[config.mk]
export PLATFORM = sky130hd
export DESIGN_NAME = blake2s_msg_packer
export DESIGN_NICKNAME = d
export VERILOG_FILES = /design/src/rtl/blake2s_msg_packer.sv
export SDC_FILE = /design/constraint.sdc
export NUM_CORES = 1
export LEC_CHECK = 0
export CORE_MARGIN = 8
export CORE_UTILIZATION = 46
export CTS_BUF_LIST = sky130_fd_sc_hd__clkbuf_8
export DETAILED_ROUTE_END_ITERATION = 16
export GPL_TIMING_DRIVEN = 0
export PLACE_DENSITY = 0.79
export SYNTH_ARGS = -nofsm -noshare
export SYNTH_HDL_FRONTEND = slang
export SYNTH_SLANG_ARGS = --single-unit
[constraint.sdc]
create_clock -name clk -period 17.8 [get_ports clk]
set_input_delay 2.67 -clock clk [delete_from_list [all_inputs] [get_ports clk]]
set_output_delay 2.67 -clock clk [all_outputs]
set_load 0.02 [all_outputs]
[src/rtl/blake2s_msg_packer.sv]
// BLAKE2s message-block write side: packs a 32-bit word stream into 512-bit
// blocks, tracks the byte counter t, and hands each block out with valid/ready.
module blake2s_msg_packer #(
  parameter int T_WIDTH = 64
) (
  input  logic               clk,
  input  logic               reset,
  input  logic               in_valid,
  output logic               in_ready,
  input  logic [31:0]        in_data,
  input  logic               in_last,
  input  logic [2:0]         in_nbytes,
  output logic               blk_valid,
  input  logic               blk_ready,
  output logic [511:0]       blk_m,
  output logic [T_WIDTH-1:0] blk_t,
  output logic               blk_final,
  output logic               state_dbg
);

  // Handshake: a transfer happens on a rising clk edge where valid && ready;
  // the producer holds its payload stable until that edge, and valid never
  // depends on ready.

  typedef enum logic {FILL = 1'b0, EMIT = 1'b1} state_t;

  state_t             state, state_nxt;
  logic [3:0]         idx;
  logic [T_WIDTH-1:0] cnt;
  logic               accept;
  logic               blk_done;
  logic [31:0]        swapped;
  logic [31:0]        word_masked;
  logic [2:0]         nb_eff;

  assign state_dbg = state;
  assign blk_t     = cnt;
  assign blk_done  = in_last || (idx == 4'd15);

  always_ff @(posedge clk or posedge reset) begin
    if (reset) state <= FILL;
    else       state <= state_nxt;
  end

  always_comb begin
    state_nxt = state;
    in_ready  = 1'b0;
    blk_valid = 1'b0;
    accept    = 1'b0;
    case (state)
      FILL: begin
        in_ready = 1'b1;
        accept   = in_valid;
        if (in_valid && blk_done) state_nxt = EMIT;
      end
      EMIT: begin
        blk_valid = 1'b1;
        if (blk_ready) state_nxt = FILL;
      end
      default: state_nxt = FILL;
    endcase
  end

  // Earliest byte lands in the most significant lane; bytes past the end of a
  // last word are zeroed so partial blocks come out padded.
  always_comb begin
    swapped     = {in_data[7:0], in_data[15:8], in_data[23:16], in_data[31:24]};
    nb_eff      = 3'd4;
    word_masked = 32'd0;
    if (in_last) nb_eff = (in_nbytes > 3'd4) ? 3'd4 : in_nbytes;
    for (int i = 0; i < 4; i++) begin
      if (3'(i) < nb_eff) word_masked[31-8*i -: 8] = swapped[31-8*i -: 8];
    end
  end

  always_ff @(posedge clk or posedge reset) begin
    if (reset) begin
      blk_m     <= '0;
      blk_final <= 1'b0;
      idx       <= 4'd0;
      cnt       <= '0;
    end else if (accept) begin
      blk_m[{~idx, 5'd0} +: 32] <= word_masked;
      cnt                       <= cnt + T_WIDTH'(nb_eff);
      blk_final                 <= in_last;
      if (!blk_done) idx <= idx + 4'd1;
    end else if (state == EMIT && blk_ready) begin
      blk_m     <= '0;
      idx       <= 4'd0;
      blk_final <= 1'b0;
      // The counter only restarts once the final block of a message has gone.
      if (blk_final) cnt <= '0;
    end
  end

endmodule

# ---- After elaboration in Yosys (flattened, before gate mapping)
# Index checks and enable logic that the tools add are counted.
dict set report totals {
  regBits 582
  input_bits 40
  output_inout_bits 580
  elab_cells 49
}
dict set report op_classes {
  addsub 3
  order_cmp 5
  eq_ne 2
  shift 2
  n_mux 23
  bitwise_logic 2
  reduce_logical 7
}
# op count
set ops {}
lappend ops {{512-bit two-way mux} 2}
lappend ops {{512-bit bitwise mux} 1}
lappend ops {{32-bit by 11-bit variable shift with 512-bit output (first input constant)} 1}
lappend ops {{32-bit by 11-bit indexed part select with 512-bit output} 1}
lappend ops {{64-bit two-way mux} 3}
lappend ops {{64-bit by 3-bit adder with 64-bit output} 1}
lappend ops {{8-bit two-way mux} 4}
lappend ops {{4-bit two-way mux} 3}
lappend ops {{9-bit negation with 11-bit output} 1}
lappend ops {{1-bit two-way mux} 7}
lappend ops {{1-bit by 3-bit < comparator with 1-bit output (first input constant)} 2}
lappend ops {{2-bit by 3-bit < comparator with 1-bit output (first input constant)} 2}
lappend ops {{3-bit two-way mux} 2}
lappend ops {{4-bit by 1-bit adder with 4-bit output (second input constant)} 1}
lappend ops {{4-bit equality test (second input constant)} 1}
lappend ops {{4-bit inverter} 1}
lappend ops {{2-bit AND reduction} 2}
lappend ops {{2-bit nonzero test} 2}
lappend ops {{3-bit greater-than comparator (second input constant)} 1}
lappend ops {{1-bit logical AND} 2}
lappend ops {{2-bit != test (second input constant)} 1}
lappend ops {{1-bit case mux with 2 select lines} 1}
lappend ops {{1-bit logical OR} 1}
lappend ops {{1-bit inverter} 1}

# ---- Depth between registers and ports, before layout
dict set report depth {
  word_depth 8
  ltp_mapped 11
  mapped_depth_nobuf 10
}

# ---- Worst setup path before layout
# Ideal clock, no wire load.
dict set report synth_path {
  kind {input port to flip-flop}
  startpoint {in in_last}
  endpoint {reg cnt[62] (netlist: blk_t[62])}
  setup_time_ps 80
  arrival_time_ps 4806
  required_ps 17720
  setup_slack_ps 12913
  stages 10
  cell_sequence {nor2b_1 -> and2_1 -> ha_1 -> inv_1 -> fa_1 -> and2b_2 -> o2111a_2 -> nand4_1 -> nor4_2 -> mux2i_1}
}
dict set report synth_between {
  elab_chain_len 3
}
# element line_no
set synth_lines {}
lappend synth_lines {{start: declaration} 11} ;# input logic in_last,
lappend synth_lines {{3-bit two-way mux} 70} ;# if (in_last) nb_eff = (in_nbytes > 3'd4) ? 3'd4 : in_nbytes;
lappend synth_lines {{64-bit by 3-bit adder with 64-bit output} 84} ;# cnt <= cnt + T_WIDTH'(nb_eff);
lappend synth_lines {{64-bit two-way mux} 82} ;# end else if (accept) begin
lappend synth_lines {{end signal: assignment} 84}
lappend synth_lines {{end: declaration} 29} ;# logic [T_WIDTH-1:0] cnt;
# No other way between the ends.
# A chain may end at the register's enable or synchronous reset.

# ---- Final worst setup path
# Same ends and word-level chain as after synthesis.

==> reports/qor.txt <==
Post-synth top cells -> 582 x dfrtp_1, 487 x nand2_1, 475 x o21ai_0
Critical Path Source Type -> input port
initial antenna violation count -> 9
status -> finished clean
Num CTS Buffers -> 95
vias in the first global route -> 23.5k
final worst slack -> 12230 ps
Clk Tree Root Cell -> clkbuf_8
RSZ-0062 raised after global routing -> no
core area -> 51400 sq um
slowest stage delay, CP -> 650 ps
Mapped Area -> 23900 sq um
top-count cell post-synth -> dfrtp_1
min cycle time layout -> 5570 ps
Pwr Density -> 104 nW/um^2
Netlist cell types -> 64
synthesized area per cell -> 9.70 sq um
die height -> 244 um
Post-CTS Hold Fix Bufs -> 0
met2 usage -> 53.0%
Final Util -> 64.9%
largest net degree at the start of global routing -> 48
layout net count -> 3248
WL final -> 106000 um
relative slew slack -> 19.6%
CTS tree -> done
Worst Path Max Fanout -> 6
Slowest cell on crit path -> clkdlybuf4s50_1
H-tree levels -> 3
Synth area leader -> dfrtp_1
RD Place Congestion -> 0.938
CTS resizes -> 0
Syn Inst Count -> 2470
Final Hold Viols -> 0
ANT nets after route -> 0
Initial DRC Count -> 2483
leak pwr -> 14.3 nW
clock latency on the worst-skew pair -> 700 ps
Peak VDD IR -> 0.0834 mV
Worst EP arrival -> 6170 ps
worst min path class -> flip-flop to flip-flop
port bufs -> 619
share of layout cells above drive strength 1 -> 7.47%
hold_ws -> 479 ps
synthesis-to-finish area growth -> 39.4%
Synth Register Bits -> 582
syn_nets -> 2517
Max Cap Viol -> 0
met3 Use GR -> 11.7%
routed vias/inst -> 6.00
Yosys top cell area share -> 60.8%
count of flip-flops with a built-in enable after synthesis -> 0
Post-Route Setup TNS -> 0 ps
Ports -> 620
clock sink count -> 582
slew at the pin closest to its max-slew limit -> 1210 ps
Post-DP HPWL -> 80200 um
Final Slew Violations -> 0
setup bufs post-CTS -> 0
Fin Clk Skew -> 26.1 ps
crit path kind -> input port to flip-flop
pre-CTS WS -> 11640 ps
top area cells in the synthesized netlist -> dfrtp_1 61%, o21ai_0 9.9%, nand3_1 8.6%
# DRC -> 0
wire per inst -> 26.8 um
num rows -> 83
final total power -> 3.47 mW
crit-path cells -> clkdlybuf4s50_1 -> nor2b_1 -> and2_1 -> ha_1 -> inv_1 -> fa_1 -> and2b_2 -> o2111a_2 -> nand4_1 -> nor4_2 -> mux2i_1
Die W -> 244 um
first-pass GRT wire length -> 155000 um
DRT Pass-1 Iters -> 8
global-route layer with the greatest usage -> met2
Worst Path Buf+Inv -> 2
period utilization -> 31.3%
Initial Util -> 46.6%
met1 Use GR -> 42.9%
GRT overflow -> 0
sequential share of the synthesized area -> 60.8%
Worst setup EP type -> flip-flop
FFs w/ async S/R, synth -> 100%
clock buffer depth -> 3
Main synth FF type -> dfrtp_1
fmax -> 0.180 GHz
DR vias -> 23.7k
Top delay family on crit path -> simple AND/OR/NAND/NOR gates
Worst Path Required -> 18400 ps
Final setup violation count -> 0
clk slew on worst S/H paths -> 60 ps
Syn. warnings -> 0
die area -> 59600 sq um
GRT Total Usage -> 34.5%
## cell type report
class	count	area (sq um)
repair buffers	634	6500
diodes	2	5.00
flip-flops and latches	582	14600
plain buffers	218	968
inverters	12	48.8
clock buffers	120	1650
well taps	680	851
fillers	4066	18000
multi-input cells	1658	8370
clock inverters	54	417
## power by group
group	total [mW]	leakage [nW]	internal (mW)	switching [mW]
registers	1.49	8.08	1.42	0.0736
clock network	1.26	1.17	0.696	0.565
logic	0.724	5.00	0.241	0.483
## state kept, by name (all words and copies together), names as in the netlist
name,flops
blk_m,512
blk_final,1
idx,4
state_dbg,1
blk_t,64
## path summary, 6_finish.rpt
kind,startpoint,end,slack [ps],depth (start not counted)
min reg2reg,blk_t[63],blk_t[63],480,1
min,blk_t[63],blk_t[63],480,1
max reg2reg,state_dbg,blk_m[34],14760,6
min in group asynchronous,reset,blk_m[376],2470,2
max,in_last,blk_t[62],12230,11
max in group asynchronous,reset,blk_m[312],13510,7
## cells by family after synthesis
family / Yosys count / share of synthesized area, %
buf+inv: 230 / 4.23
simple gates: 1046 / 20.5
xor+xnor: 1 / 0.0366
mux: 41 / 1.71
compound gates: 563 / 12.3
flops: 582 / 60.8
fa+ha+maj: 7 / 0.397
## layer usage
layer | wire length [um] | vias to the layer above
li1 | - | 9986
met2 | 47700 | 1598
met3 | 12800 | 327
met5 | 80 | -
met4 | 6660 | 12
met1 | 39000 | 11800
## stage by stage
stage | instances | cell area (sq um)
6_report | 3960 | 33400
3_3_place_gp | 3769 | 31000
4_1_cts | 3958 | 33400
3_5_place_dp | 3784 | 31300
2_1_floorplan | 2470 | 24000
5_1_grt | 3960 | 33400
## cells in the final DEF (no fill, tap or decap), drive strengths merged, types with 2 or more instances in the layout
cell           count
or2                2
and4               6
nor2b              3
or3                2
and2              37
nand4             22
nor4               8
nand3            415
clkinvlp           3
o21ai            534
dfrtp            582
ha                 6
buf               80
nor2              17
o211ai             8
o2111ai            3
a21o               3
nand2            491
clkbuf           273
clkdlybuf4s50    619
bufinv             6
nor3              20
and3              13
o31ai              5
inv               40
mux2i             41
diode              2
clkinv            17
nand2b             3
No activity file was read; power rests on OpenSTA's default activity.
